**config.mk**
```make
export PLATFORM = sky130hd
export DESIGN_NAME = div_result_bcd
export DESIGN_NICKNAME = d
export VERILOG_FILES = /design/src/rtl/div_pkg.sv /design/src/rtl/bcd_digit_adj.sv /design/src/rtl/div_result_bcd.sv
export SDC_FILE = /design/constraint.sdc
export NUM_CORES = 1
export LEC_CHECK = 0
export CAP_MARGIN = 20
export CORE_AREA = 2 2 92 94
export DETAILED_ROUTE_END_ITERATION = 8
export DIE_AREA = 0 0 94 96
export PLACE_DENSITY = 0.81
export SLEW_MARGIN = 20
export SYNTH_ARGS = -nofsm -noshare
export SYNTH_HDL_FRONTEND = slang
export SYNTH_SLANG_ARGS = --single-unit
export TNS_END_PERCENT = 5
```
**constraint.sdc**
```tcl
create_clock -name clk -period 3.5 [get_ports clk]
set_clock_uncertainty 0.2 [all_clocks]
set_input_delay 0.7 -clock clk [delete_from_list [all_inputs] [get_ports clk]]
set_output_delay 0.7 -clock clk [all_outputs]
set_load 0.02 [all_outputs]
```
**src/rtl/div_pkg.sv**
```systemverilog
// Parameters and types shared between the divider and its result-formatting stage.
package div_pkg;

  localparam int RESULT_W   = 17;
  localparam int DIVIDEND_W = 32;
  localparam int DIVISOR_W  = 16;
  localparam int DIGITS     = 5;

  typedef enum logic {
    IDLE = 1'b0,
    CONV = 1'b1
  } state_e;

endpackage

```
**src/rtl/bcd_digit_adj.sv**
```systemverilog
// Double-dabble correction for one BCD digit: add 3 when the digit is 5 or more.
module bcd_digit_adj (
  input  logic [3:0] digit_in,
  output logic [3:0] digit_out
);

  // Add-3 correction so the following left shift carries into the next digit
  always_comb begin
    if (digit_in >= 4'd5) begin
      digit_out = digit_in + 4'd3;
    end else begin
      digit_out = digit_in;
    end
  end

endmodule

```
**src/rtl/div_result_bcd.sv**
```systemverilog
// Converts signed divider results into sign + packed BCD magnitude, one bit per cycle,
// with a single-entry pending buffer since the divider cannot be stalled.
module div_result_bcd #(
  parameter int RESULT_W = div_pkg::RESULT_W,
  parameter int DIGITS   = div_pkg::DIGITS
) (
  input  logic                  clk,
  input  logic                  reset,
  input  logic                  valid_input,
  input  logic [RESULT_W-1:0]   result_in,
  input  logic                  mode_in,
  output logic [4*DIGITS-1:0]   bcd_out,
  output logic                  sign_out,
  output logic                  mode_out,
  output logic                  valid_output,
  output logic                  busy,
  output logic                  drop_flag
);
  import div_pkg::*;

  localparam int BCD_W = 4 * DIGITS;
  localparam int CNT_W = $clog2(RESULT_W + 1);
  localparam logic [CNT_W-1:0] LAST_CNT = CNT_W'(RESULT_W - 1);

  state_e               state_q, state_d;
  logic [CNT_W-1:0]     cnt_q, cnt_d;
  logic [RESULT_W-1:0]  sh_q, sh_d;
  logic [BCD_W-1:0]     bcd_q, bcd_d;
  logic                 conv_sign_q, conv_sign_d;
  logic                 conv_mode_q, conv_mode_d;
  logic                 pend_full_q, pend_full_d;
  logic [RESULT_W-1:0]  pend_mag_q, pend_mag_d;
  logic                 pend_sign_q, pend_sign_d;
  logic                 pend_mode_q, pend_mode_d;
  logic [BCD_W-1:0]     bcd_out_q, bcd_out_d;
  logic                 sign_out_q, sign_out_d;
  logic                 mode_out_q, mode_out_d;
  logic                 valid_q, valid_d;
  logic                 drop_q, drop_d;

  logic [RESULT_W-1:0]  in_mag_s;
  logic [BCD_W-1:0]     bcd_adj_s;
  logic [BCD_W-1:0]     bcd_shift_s;
  logic [RESULT_W-1:0]  sh_shift_s;

  // Two's-complement magnitude; -2^(W-1) maps to 2^(W-1) without overflow in W unsigned bits
  assign in_mag_s = result_in[RESULT_W-1] ? (~result_in + RESULT_W'(1)) : result_in;

  for (genvar g = 0; g < DIGITS; g++) begin : g_adj
    bcd_digit_adj u_adj (
      .digit_in  (bcd_q[4*g +: 4]),
      .digit_out (bcd_adj_s[4*g +: 4])
    );
  end

  assign bcd_shift_s = {bcd_adj_s[BCD_W-2:0], sh_q[RESULT_W-1]};
  assign sh_shift_s  = {sh_q[RESULT_W-2:0], 1'b0};

  // Next-state, buffering and output-register update logic
  always_comb begin
    state_d     = state_q;
    cnt_d       = cnt_q;
    sh_d        = sh_q;
    bcd_d       = bcd_q;
    conv_sign_d = conv_sign_q;
    conv_mode_d = conv_mode_q;
    pend_full_d = pend_full_q;
    pend_mag_d  = pend_mag_q;
    pend_sign_d = pend_sign_q;
    pend_mode_d = pend_mode_q;
    bcd_out_d   = bcd_out_q;
    sign_out_d  = sign_out_q;
    mode_out_d  = mode_out_q;
    valid_d     = 1'b0;
    drop_d      = drop_q;
    case (state_q)
      IDLE: begin
        if (pend_full_q) begin
          // Pending result has priority; a simultaneous arrival refills the buffer
          sh_d        = pend_mag_q;
          conv_sign_d = pend_sign_q;
          conv_mode_d = pend_mode_q;
          bcd_d       = '0;
          cnt_d       = '0;
          state_d     = CONV;
          if (valid_input) begin
            pend_full_d = 1'b1;
            pend_mag_d  = in_mag_s;
            pend_sign_d = result_in[RESULT_W-1];
            pend_mode_d = mode_in;
          end else begin
            pend_full_d = 1'b0;
          end
        end else if (valid_input) begin
          sh_d        = in_mag_s;
          conv_sign_d = result_in[RESULT_W-1];
          conv_mode_d = mode_in;
          bcd_d       = '0;
          cnt_d       = '0;
          state_d     = CONV;
        end else begin
          state_d = IDLE;
        end
      end
      CONV: begin
        bcd_d = bcd_shift_s;
        sh_d  = sh_shift_s;
        cnt_d = cnt_q + CNT_W'(1);
        if (cnt_q == LAST_CNT) begin
          bcd_out_d  = bcd_shift_s;
          sign_out_d = conv_sign_q;
          mode_out_d = conv_mode_q;
          valid_d    = 1'b1;
          state_d    = IDLE;
        end else begin
          state_d = CONV;
        end
        if (valid_input) begin
          if (pend_full_q) begin
            drop_d = 1'b1;
          end else begin
            pend_full_d = 1'b1;
            pend_mag_d  = in_mag_s;
            pend_sign_d = result_in[RESULT_W-1];
            pend_mode_d = mode_in;
          end
        end else begin
          pend_full_d = pend_full_q;
        end
      end
      default: begin
        state_d = IDLE;
      end
    endcase
  end

  // State and data registers, cleared asynchronously
  always_ff @(posedge clk or posedge reset) begin
    if (reset) begin
      state_q     <= IDLE;
      cnt_q       <= '0;
      sh_q        <= '0;
      bcd_q       <= '0;
      conv_sign_q <= 1'b0;
      conv_mode_q <= 1'b0;
      pend_full_q <= 1'b0;
      pend_mag_q  <= '0;
      pend_sign_q <= 1'b0;
      pend_mode_q <= 1'b0;
      bcd_out_q   <= '0;
      sign_out_q  <= 1'b0;
      mode_out_q  <= 1'b0;
      valid_q     <= 1'b0;
      drop_q      <= 1'b0;
    end else begin
      state_q     <= state_d;
      cnt_q       <= cnt_d;
      sh_q        <= sh_d;
      bcd_q       <= bcd_d;
      conv_sign_q <= conv_sign_d;
      conv_mode_q <= conv_mode_d;
      pend_full_q <= pend_full_d;
      pend_mag_q  <= pend_mag_d;
      pend_sign_q <= pend_sign_d;
      pend_mode_q <= pend_mode_d;
      bcd_out_q   <= bcd_out_d;
      sign_out_q  <= sign_out_d;
      mode_out_q  <= mode_out_d;
      valid_q     <= valid_d;
      drop_q      <= drop_d;
    end
  end

  assign bcd_out      = bcd_out_q;
  assign sign_out     = sign_out_q;
  assign mode_out     = mode_out_q;
  assign valid_output = valid_q;
  assign busy         = (state_q == CONV);
  assign drop_flag    = drop_q;

endmodule

```
==> flow_summary_export.csv, run 1 <==
group,metric,value,unit
cts,cts_resized,0,
synth,ys_seq_area_share,49.3,%
global_routing,grt_pass1_vias,3231,
setup_path,worstPathRequired,3.53,ns
synth,synth_most_common_cell,"dfrtp_1",
setup_path,cp-start-kind,"input pin",
floorplanning,die_w,94,um
timing,finalWorstSetupSlack,0.972,ns
cts,clkTransAtPathRegs,0.08,ns
detailed_routing,dr.first_iter.drc_count,102,
synth,synth_ff_type,"dfrtp_1",
timing,min_period_over_period,72.2,%
placement,pre_cts_ws,0.596,ns
setup_path,crit_chain,"clkdlybuf4s50_1, or4_1, o41ai_2, xor2_1, o221ai_1",
timing,min_period,2.53,ns
layout,diodes,0,
global_routing,grt_antenna_before_repair,0,
synth,synth_edf_count,0,
synth,yosys-top-cells-area,"dfrtp_1, o21ai_0, mux2_2, nand2_1, a22o_1",
timing,max_slew_margin,54.5,%
cts,clock_path_buffers,2,
cts,numCtsBuffers,9,
placement,hpwl,6.12,mm
detailed_routing,ant_nets,0,
timing,setup_viol,0,
layout,fin_nets,514,
global_routing,grt_pass1_wl,14.5,mm
timing,rsz0062_at_grt,"no",
cts,cts.sinks,89,
placement,place_congestion,0.757,
layout,drive_gt1_share,10.5,%
synth,synth_nets,477,
synth,synth_top_area_cell,"dfrtp_1",
synth,postSynthCellCount,443,
floorplanning,die_h,96,um
synth,ys_ff_latch,89,
floorplanning,initial_core_util,56.1,%
setup_path,critPathKind,"input pin to flip-flop",
detailed_routing,postRouteWirelength,8.80,mm
synth,syn_area_per_cell,10.2,um^2
timing,drv_slew,0,
synth,synth_top_area_share,49.3,%
status,status,"finished, final reports clean",
layout,fin_cells,590,
floorplanning,die-area,9020,um^2
detailed_routing,via_count,3413,
synth,yosysWarningCount,0,
power,cellPowerDensity,790,nW/um^2
power,vdd_ir_drop_max,0.263,mV
detailed_routing,wire_per_inst,14.9,um
global_routing,track_usage,20.5,%
cts,cts_setup_buffers,0,
power,leakage,2.31,nW
timing,worstMarginPinSlew,0.682,ns
synth,netlist_area,4510,um^2
setup_path,path_max_fanout,6,
detailed_routing,drc_errors,0,
layout,post-route-util,65.3,%
hold_path,hp-class,"flip-flop to flip-flop",
cts,cts_tree,"built",
power,power.total,0.00416,W
layout,area_delta_synth_final,16.5,%
timing,finalHoldViolations,0,
floorplanning,row_count,33,
setup_path,critPathArrivalTime,2.56,ns
synth,ys_top_cells_by_count,"dfrtp_1, nand2_1, o21ai_0, clkbuf_1, a21oi_1",
synth,synthArstFlopShare,100,%
cts,h-tree-depth,3,
floorplanning,coreArea,8050,um^2
placement,dp_cells,574,
setup_path,worstSetupEndpointType,"flip-flop",
floorplanning,io_pins,46,
timing,tns,0,ns
global_routing,overflow,0,
detailed_routing,firstDrtPassIters,4,
detailed_routing,drt-vias-per-instance,5.78,
cts,clock_latency,0.36,ns
setup_path,critPathSlowestCell,"or4_1",
synth,synth_cell_types,46,
placement,portBuffers,45,
layout,nFillCells,649,
cts,clockRootBuffer,"clkbuf_8",
global_routing,grt_max_degree,40,
timing,clock.fmax,396,MHz
setup_path,slowest_delay,0.65,ns
cts,hold_buffers,0,
flow_run,cap_violations,0,
==> critical path: cells and delay by family <==
| kind | cells | cell delay (ns) |
|---|---|---|
| compound gates | 2 | 0.50 |
| buf+inv | 1 | 0.48 |
| xor+xnor | 1 | 0.22 |
| simple gates | 1 | 0.65 |
==> sequential cells by signal, summed over array words and instances, names as in the netlist <==
register      count
sh_q             17
busy              1
bcd_q            20
conv_sign_q       1
sign_out          1
pend_mag_q       17
conv_mode_q       1
pend_sign_q       1
bcd_out          20
pend_mode_q       1
mode_out          1
valid_output      1
cnt_q             5
pend_full_q       1
drop_flag         1
==> layer usage <==
metal  part of all wire [%]  vias up  GRT usage (%)
li1                       -     1659              -
met1                     44     1683           25.7
met2                     50       60           35.7
met5                      0        -              0
met4                    1.4        0           8.45
met3                    4.1       11           3.21
==> where the power goes <==
| part | internal, W | leakage, nW | total, W | switching, W |
|---|---|---|---|---|
| combinational | 0.000870 | 1.10 | 0.00171 | 0.000841 |
| sequential | 0.00146 | 1.13 | 0.00177 | 0.000312 |
| clock | 0.000330 | 0.0876 | 0.000675 | 0.000345 |
==> cell usage in the layout (no fill, tap or decap), types with 2 or more instances in the layout <==
cell type        count
a211o_1              4
a21o_1               4
a21oi_1             24
a22o_1              20
a22oi_1              2
a31oi_1              3
and2_1               6
buf_4               10
clkbuf_1             4
clkbuf_8             9
clkdlybuf4s50_1     45
clkinv_2             2
dfrtp_1             88
ha_1                13
inv_1               17
mux2_2              18
mux2i_1              8
nand2_1             48
nand2b_1            11
nand3_1              5
nand4_1              3
nor2_1              14
nor2b_1              3
nor3_1               2
nor3b_1             14
nor4_2               2
o21ai_0             44
o221ai_1            12
o31ai_1              4
o41ai_1              2
o41ai_2              2
or3_1                4
or4_1                2
xnor2_1              6
xor2_1              13
==> kinds of logic (layout without fill, tap and decap cells) <==
logic type | count (synthesis) | after routing | share of synthesized area, %
AND/OR/NAND/NOR | 119 | 119 | 13.7
multiplexers | 26 | 26 | 6.27
flip-flops | 89 | 89 | 49.3
buffers and inverters | 49 | 91 | 4.27
XOR/XNOR | 19 | 19 | 3.69
adder cells (fa/ha/maj) | 14 | 14 | 3.83
AO/OA/AOI/OAI | 127 | 127 | 18.9
==> worst paths after layout <==
kind	start	slack, ns	depth (start not counted)	end
worst max register to register	cnt_q[0]	1.25	6	bcd_out[9]
max in group asynchronous	reset	1.85	3	sh_q[11]
min in group asynchronous	reset	0.54	2	valid_output
worst min-delay path	conv_mode_q	0.28	2	conv_mode_q
worst max-delay path	result_in[7]	0.97	5	sh_q[13]
worst min register to register	conv_mode_q	0.28	2	conv_mode_q
==> cell type report <==
| type | count | area [um^2] | share of cell area, % |
|---|---|---|---|
| clock buffer | 13 | 139 | 2.64 |
| clock inverter | 3 | 42.5 | 0.809 |
| inverter | 19 | 72.6 | 1.38 |
| multi-input combinational | 305 | 2100 | 39.9 |
| sequential | 89 | 2230 | 42.4 |
| tap | 105 | 131 | 2.50 |
| timing repair buffer | 56 | 546 | 10.4 |
==> metrics by stage <==
step	hold WS, ns	instance area [um^2]
2_1_floorplan	0.246	4510
3_3_place_gp	0.260	5080
3_5_place_dp	0.271	5080
4_1_cts	0.288	5260
5_1_grt	0.300	5260
6_report	0.281	5260
Power figures use the tool's default switching activity.
==> run 2: changes to the inputs <==
- CORE_AREA: 2 2 92 94 -> 2 2 98 100
- DIE_AREA: 0 0 94 96 -> 0 0 100 102
- PLACE_DENSITY: 0.81 -> 0.76
- clock period: 3.5 -> 2.17 ns (I/O delays scaled with it)
==> flow_summary_export.csv, run 2 (same netlist as run 1, synthesis figures left out) <==
group,metric,value,unit
layout,diodes,0,
placement,portBuffers,45,
power,cellPowerDensity,1200,nW/um^2
detailed_routing,firstDrtPassIters,4,
placement,place_congestion,0.851,
timing,setup_viol,11,
layout,fin_cells,626,
detailed_routing,wire_per_inst,15.9,um
global_routing,grt_pass1_vias,3605,
cts,clock_latency,0.35,ns
layout,final_cell_mix,"dfrtp_1, nand2_1, o21ai_0",
cts,cts.sinks,89,
floorplanning,die-area,10200,um^2
setup_path,cp-start-kind,"input pin",
setup_path,worstSetupEndpointType,"flip-flop",
layout,area_delta_synth_final,25.3,%
hold_path,hp-class,"input pin to async pin",
timing,min_period,2.25,ns
placement,dp_cells,610,
placement,hpwl,6.97,mm
global_routing,track_usage,20.8,%
global_routing,grt_pass1_wl,16.9,mm
layout,layout_commonest_cell,"dfrtp_1",
floorplanning,die_w,100,um
setup_path,critPathKind,"input pin to flip-flop",
cts,numCtsBuffers,9,
timing,rsz0062_at_grt,"yes",
global_routing,grt_antenna_before_repair,0,
floorplanning,initial_core_util,49.5,%
global_routing,grt_max_degree,38,
global_routing,busiest_layer,"met2",
power,vdd_ir_drop_max,0.388,mV
status,violations,"setup timing",
cts,cts_tree,"built",
layout,drive_gt1_share,18.1,%
layout,fin_nets,546,
detailed_routing,ant_nets,0,
global_routing,grt_use_met2,36.3,%
global_routing,use_met1,26.1,%
timing,max_slew_margin,69.7,%
setup_path,critPathArrivalTime,2.27,ns
floorplanning,coreArea,9110,um^2
status,status,"finished with violations",
timing,drv_slew,0,
layout,post-route-util,62.1,%
global_routing,use_met3,3.42,%
cts,h-tree-depth,3,
setup_path,worstPathRequired,2.19,ns
timing,finalHoldViolations,0,
floorplanning,die_h,102,um
detailed_routing,via_count,3573,
floorplanning,row_count,35,
detailed_routing,postRouteWirelength,9.95,mm
global_routing,overflow,0,
detailed_routing,dr.first_iter.drc_count,151,
timing,min_period_over_period,103,%
flow_run,cap_violations,0,
cts,clockRootBuffer,"clkbuf_8",
detailed_routing,drt-vias-per-instance,5.71,
cts,clock_path_buffers,2,
timing,finalWorstSetupSlack,-0.0758,ns
layout,nFillCells,760,
power,leakage,2.55,nW
timing,worstMarginPinSlew,0.453,ns
timing,clock.fmax,445,MHz
setup_path,reg2regPathDepth,6,
detailed_routing,drc_errors,0,
setup_path,path_max_fanout,4,
cts,clkTransAtPathRegs,0.08,ns
floorplanning,io_pins,46,
==> run 2: changes by cell type in the layout (fill, tap and decap cells not counted), moves of 3 or more <==
| cell | change |
|---|---|
| o31ai_2 | +3 |
| o31ai_1 | -3 |
| clkdlybuf4s50_1 | -4 |
| dlymetal6s2s_1 | +3 |
| buf_12 | +5 |
| buf_4 | +25 |
| clkbuf_8 | +3 |
==> run 2: path summary, 6_finish.rpt <==
check	startpoint	to	slack (ns)
worst min register to register	sh_q[12]	sh_q[13]	0.28
min in group clk	sh_q[12]	sh_q[13]	0.28
worst min-delay path	reset	bcd_out[17]	0.24
worst max register to register	cnt_q[0]	bcd_out[1]	0.26
max in group asynchronous	reset	sh_q[5]	1.00
worst max-delay path	result_in[5]	sh_q[10]	-0.08
==> run 2: metrics by stage <==
step | total power, W | hold WS [ns] | setup slack (ns) | setup TNS, ns | instance area, um^2
2_1_floorplan | 0.00478 | 0.246 | 0.0854 | 0 | 4520
6_report | 0.00679 | 0.242 | -0.0758 | -0.389 | 5660
3_3_place_gp | 0.00559 | 0.260 | -0.399 | -7.67 | 5370
5_1_grt | 0.00734 | 0.286 | -0.122 | -1.10 | 5660
4_1_cts | 0.00682 | 0.251 | -0.0634 | -0.205 | 5570
3_5_place_dp | 0.00577 | 0.264 | -0.458 | -8.69 | 5370
==> run 2: cell type report <==
class / count / area, um^2 / share of cell area (%)
clock buffers: 14 / 173 / 3.05
inverters: 19 / 75.1 / 1.33
multi-input cells: 306 / 2190 / 38.7
flip-flops and latches: 89 / 2230 / 39.4
well taps: 111 / 139 / 2.46
repair buffers: 87 / 851 / 15.0
==> run 2: metal layers <==
layer  wire length (um)  part of all wire (%)  vias up
li1                   -                     -     1716
met3                367                   3.7       21
met5                  0                     0        -
met2               5030                    51       93
met4                220                   2.2        0
met1               4330                    44     1743
==> run 2: critical path, stage by stage <==
cell	delay, ns
clkdlybuf4s50_1	0.46
or4_2	0.75
o31ai_2	0.29
xor2_1	0.20
o221ai_1	0.14
==> run 2: report_power, final <==
part,internal [W],total [W],switching [W]
combinational,0.00147,0.00290,0.00143
clock,0.000500,0.00104,0.000541
sequential,0.00235,0.00285,0.000495
==> run 2: what timing repair did <==
item,CTS,global route
hold buffers,0,0
setup endpoints to repair,9,18
setup buffers,0,1
endpoints found under the hold margin,0,0
gates resized for setup,4,16
pin swaps,0,7
gates cloned,0,1
==> variant 1 (config.mk and constraints of run 2) <==
Put one more register stage on the output `sign_out`, with the module's reset. The value now appears one clock later. The other outputs are not delayed to match.
--- a/src/rtl/div_result_bcd.sv
+++ b/src/rtl/div_result_bcd.sv
@@ -173,5 +173,11 @@
 
   assign bcd_out      = bcd_out_q;
-  assign sign_out     = sign_out_q;
+  always_ff @(posedge clk or posedge reset) begin
+    if (reset) begin
+      sign_out <= '0;
+    end else begin
+      sign_out <= sign_out_q;
+    end
+  end
   assign mode_out     = mode_out_q;
   assign valid_output = valid_q;
Behaviour: same outputs for any inputs over 10 cycles, from zero or initial values and one cycle with reset high; that may be too few to reach the edited logic, so the function may still have changed.
==> variant 1 against run 2 <==
- die area stayed put
- final area is 2.3% higher
- via count is 2.0% higher
- synthesized cell count is 0.23% higher
- power is 3.7% higher
- highest routed layer unchanged
- routed wire length is 1.2% higher
- sequential cell count is 1 higher
- area after synthesis is 0.55% higher
- setup slack better by 0.081 ns
- non-clock buffer count is 8 higher
==> variant 1: results <==
set metrics [dict create \
    crit_arrival_ns 2.23 \
    grt_util_met1_pct 25.7 \
    top_cells_by_area_in_the_synthesized_netlist "dfrtp_1 50%, o21ai_0 4.9%, mux2_2 4.5%" \
    wire_length_on_met3_um 375 \
    via_count_of_the_first_global_routing_pass 3539 \
    nonClockBufferCount 95 \
    crit_path_max_incr_delay_ns 0.52 \
    area_share_nonclk_buffers_pct 15.6 \
    grt_max_degree 47 \
    cts.repair.resized 2 \
    finalWeightedCongestion 0.839 \
    layout.clock.cell_area_share_pct 3.57 \
    viasPerCell 5.74 \
    layout.filler_cells 726 \
    layout.area.seq_um2 2250 \
    status "finished, final reports clean" \
    peakVddDrop_mv 0.415 \
    ys_seq_area_share_pct 49.6 \
    synth_commonest_cells "90 x dfrtp_1, 48 x nand2_1, 44 x o21ai_0" \
    pre_cts_slack_ns -0.460 \
    clock_buffers 11 \
    wirelength_per_cell_um 15.9 \
    met2WireLength_mm 5.20 \
    grt_util_all_layers_pct 20.5 \
    synth_nets 478 \
    power.combinational.total_mw 2.94 \
    cts_post_setup_buffers_inserted 1 \
    use_met3_pct 4.04 \
    half_perimeter_wire_length_of_the_detailed_placement_result_mm 7.03 \
    synth-xor-area-share_pct 3.67 \
    post_synth_fa_ha_maj_area_fraction_pct 3.80 \
    use_met2_pct 35.4 \
    power.leakage_nw 2.64 \
    power_share_of_the_combinational_group_pct 41.7 \
    numClockSinks 90 \
    synth_compound_area_share_pct 18.8 \
    path_max_fanout 5 \
    drt_iter0_drc 122 \
    multi_input_combinational_area_share_pct 38.2 \
    pwr-share-seq_pct 40.8 \
    post_route_cells_drive_above_1_share_pct 19.3 \
]
variant 1: changes by cell type after synthesis, sizes merged:
cell,before,now
dfrtp,89,90
variant 1: per-stage QoR:
stage,hold slack [ns],TNS (ns),cell area (um2),instances
after floorplan,0.149,0,4540,444
after global placement,0.161,-7.93,5440,618
after detailed placement,0.172,-8.90,5440,618
after CTS,0.155,-0.119,5660,633
after global routing,0.163,-0.0676,5780,635
final,0.151,0,5780,635
variant 1: final timing paths:
check	slack, ns	start	cells past startpoint	endpoint
worst min register to register	0.21	sign_out_q	0	sign_out
max in group asynchronous	1.12	reset	3	pend_mag_q[10]
worst max register to register	0.25	cnt_q[0]	6	bcd_out[10]
worst min-delay path	0.15	reset	2	bcd_q[16]
worst max-delay path	0.005	result_in[6]	6	sh_q[16]
min in group clk	0.21	sign_out_q	0	sign_out
==> variant 2 (config.mk and constraints of run 2) <==
Made on the original files. Change the package constant `RESULT_W` from 17 to 19.
--- a/src/rtl/div_pkg.sv
+++ b/src/rtl/div_pkg.sv
@@ -2,5 +2,5 @@
 package div_pkg;
 
-  localparam int RESULT_W   = 17;
+  localparam int RESULT_W   = 19;
   localparam int DIVIDEND_W = 32;
   localparam int DIVISOR_W  = 16;
Ports: changed (resized result_in); port bits go from 46 to 48. No check against the original RTL was run, so the function may have changed too.
==> variant 2 against run 2 <==
- setup slack gained 0.053 ns
- sequential cell count grew 4
- critical path type unchanged
- cell count grew 1.9%
- power grew 8.9%
- fmax grew 2.4%
- final area grew 2.7%
- routed wire length shrank 3.4%
- the run still ends with setup timing left
- global-route usage shrank 1.2 points
- combinational power grew 3%
- area after synthesis grew 1.7%
==> variant 2: results <==
set metrics [dict create \
    status "finished, violations left" \
    violations "setup timing" \
    relative_slew_slack_pct 73.9 \
    top_cells_by_area_in_the_synthesized_netlist "dfrtp_1 51%, nand2_1 4.7%, mux2_2 4.7%" \
    placed_area_um2 5430 \
    synth_cell_type_count 41 \
    synth_commonest_cells "93 x dfrtp_1, 58 x nand2_1, 40 x o21ai_0" \
    layout.filler_cells 743 \
    wirelength_per_cell_um 15.1 \
    number_of_standard_cells_in_the_layout_taps_in_and_fillers_out 638 \
    post-place-cells 617 \
    grt_max_degree 52 \
    pre_cts_slack_ns -0.899 \
    finalWeightedCongestion 0.779 \
    num_vias 3619 \
    peakVddDrop_mv 0.491 \
    post_route_cells_drive_above_1_share_pct 19.5 \
    ys_seq_area_share_pct 50.7 \
    setup_viol 3 \
    synth_nets 489 \
    grt_first_pass_wirelength_mm 16.2 \
    met2WireLength_mm 4.87 \
    setup_ws_ns -0.0230 \
    place.port_buffers 47 \
    half_perimeter_wire_length_of_the_detailed_placement_result_mm 6.44 \
    fin_tns_setup_ns -0.0289 \
    power.leakage_nw 2.59 \
    drt_iter0_drc 154 \
]
## variant 2: critical path: stages
cell,delay (ns)
buf_8,0.10
inv_4,0.05
ha_4,0.12
or3b_4,0.37
or4_4,0.54
or4b_4,0.52
o21ai_2,0.14
## variant 2: final cells by class
| type | instances | area share [%] |
|---|---|---|
| clock buffer | 10 | 2.37 |
| clock inverter | 6 | 1.90 |
| sequential | 93 | 40.1 |
| multi-input combinational | 312 | 37.4 |
| inverter | 20 | 1.44 |
| tap | 111 | 2.39 |
| timing repair buffer | 86 | 14.4 |
## variant 2: per-layer routing
metal / global-route usage [%] / vias to the layer above
li1: - / 1749
met1: 24.5 / 1794
met2: 35.7 / 66
met3: 2.39 / 10
met4: 6.53 / 0
met5: 0 / -
## variant 2: power breakdown
part	total (mW)	switching, mW	internal [mW]
clock	1.40	0.610	0.794
combinational	2.98	1.48	1.50
sequential	3.01	0.523	2.49
## variant 2: cell families after synthesis
family                     Yosys count  share of synthesized area, %
and+or+nand+nor                    121                          13.1
AOI/OAI and AO/OA                  129                          18.1
muxes                               26                          6.19
DFF                                 93                          50.7
buffers and inverters               48                          3.92
adders and majority gates           14                          3.76
xor gates and xnor gates            22                          4.20
## variant 2: final timing paths
kind	start	to	slack, ns	cells past startpoint
max in group asynchronous	reset	busy	1.21	3
min in group asynchronous	reset	drop_flag	0.30	3
hold reg to reg	drop_flag	drop_flag	0.28	1
setup reg to reg	bcd_q[8]	bcd_out[10]	0.29	5
hold / removal	result_in[0]	pend_mag_q[0]	0.14	3
setup / recovery	result_in[1]	sh_q[18]	-0.02	7
## variant 2: what timing repair did
item                       in CTS  in global routing
pin swaps                      12                 15
setup endpoints to repair      23                 13
buffers inserted                2                  3
resized for setup              46                 23
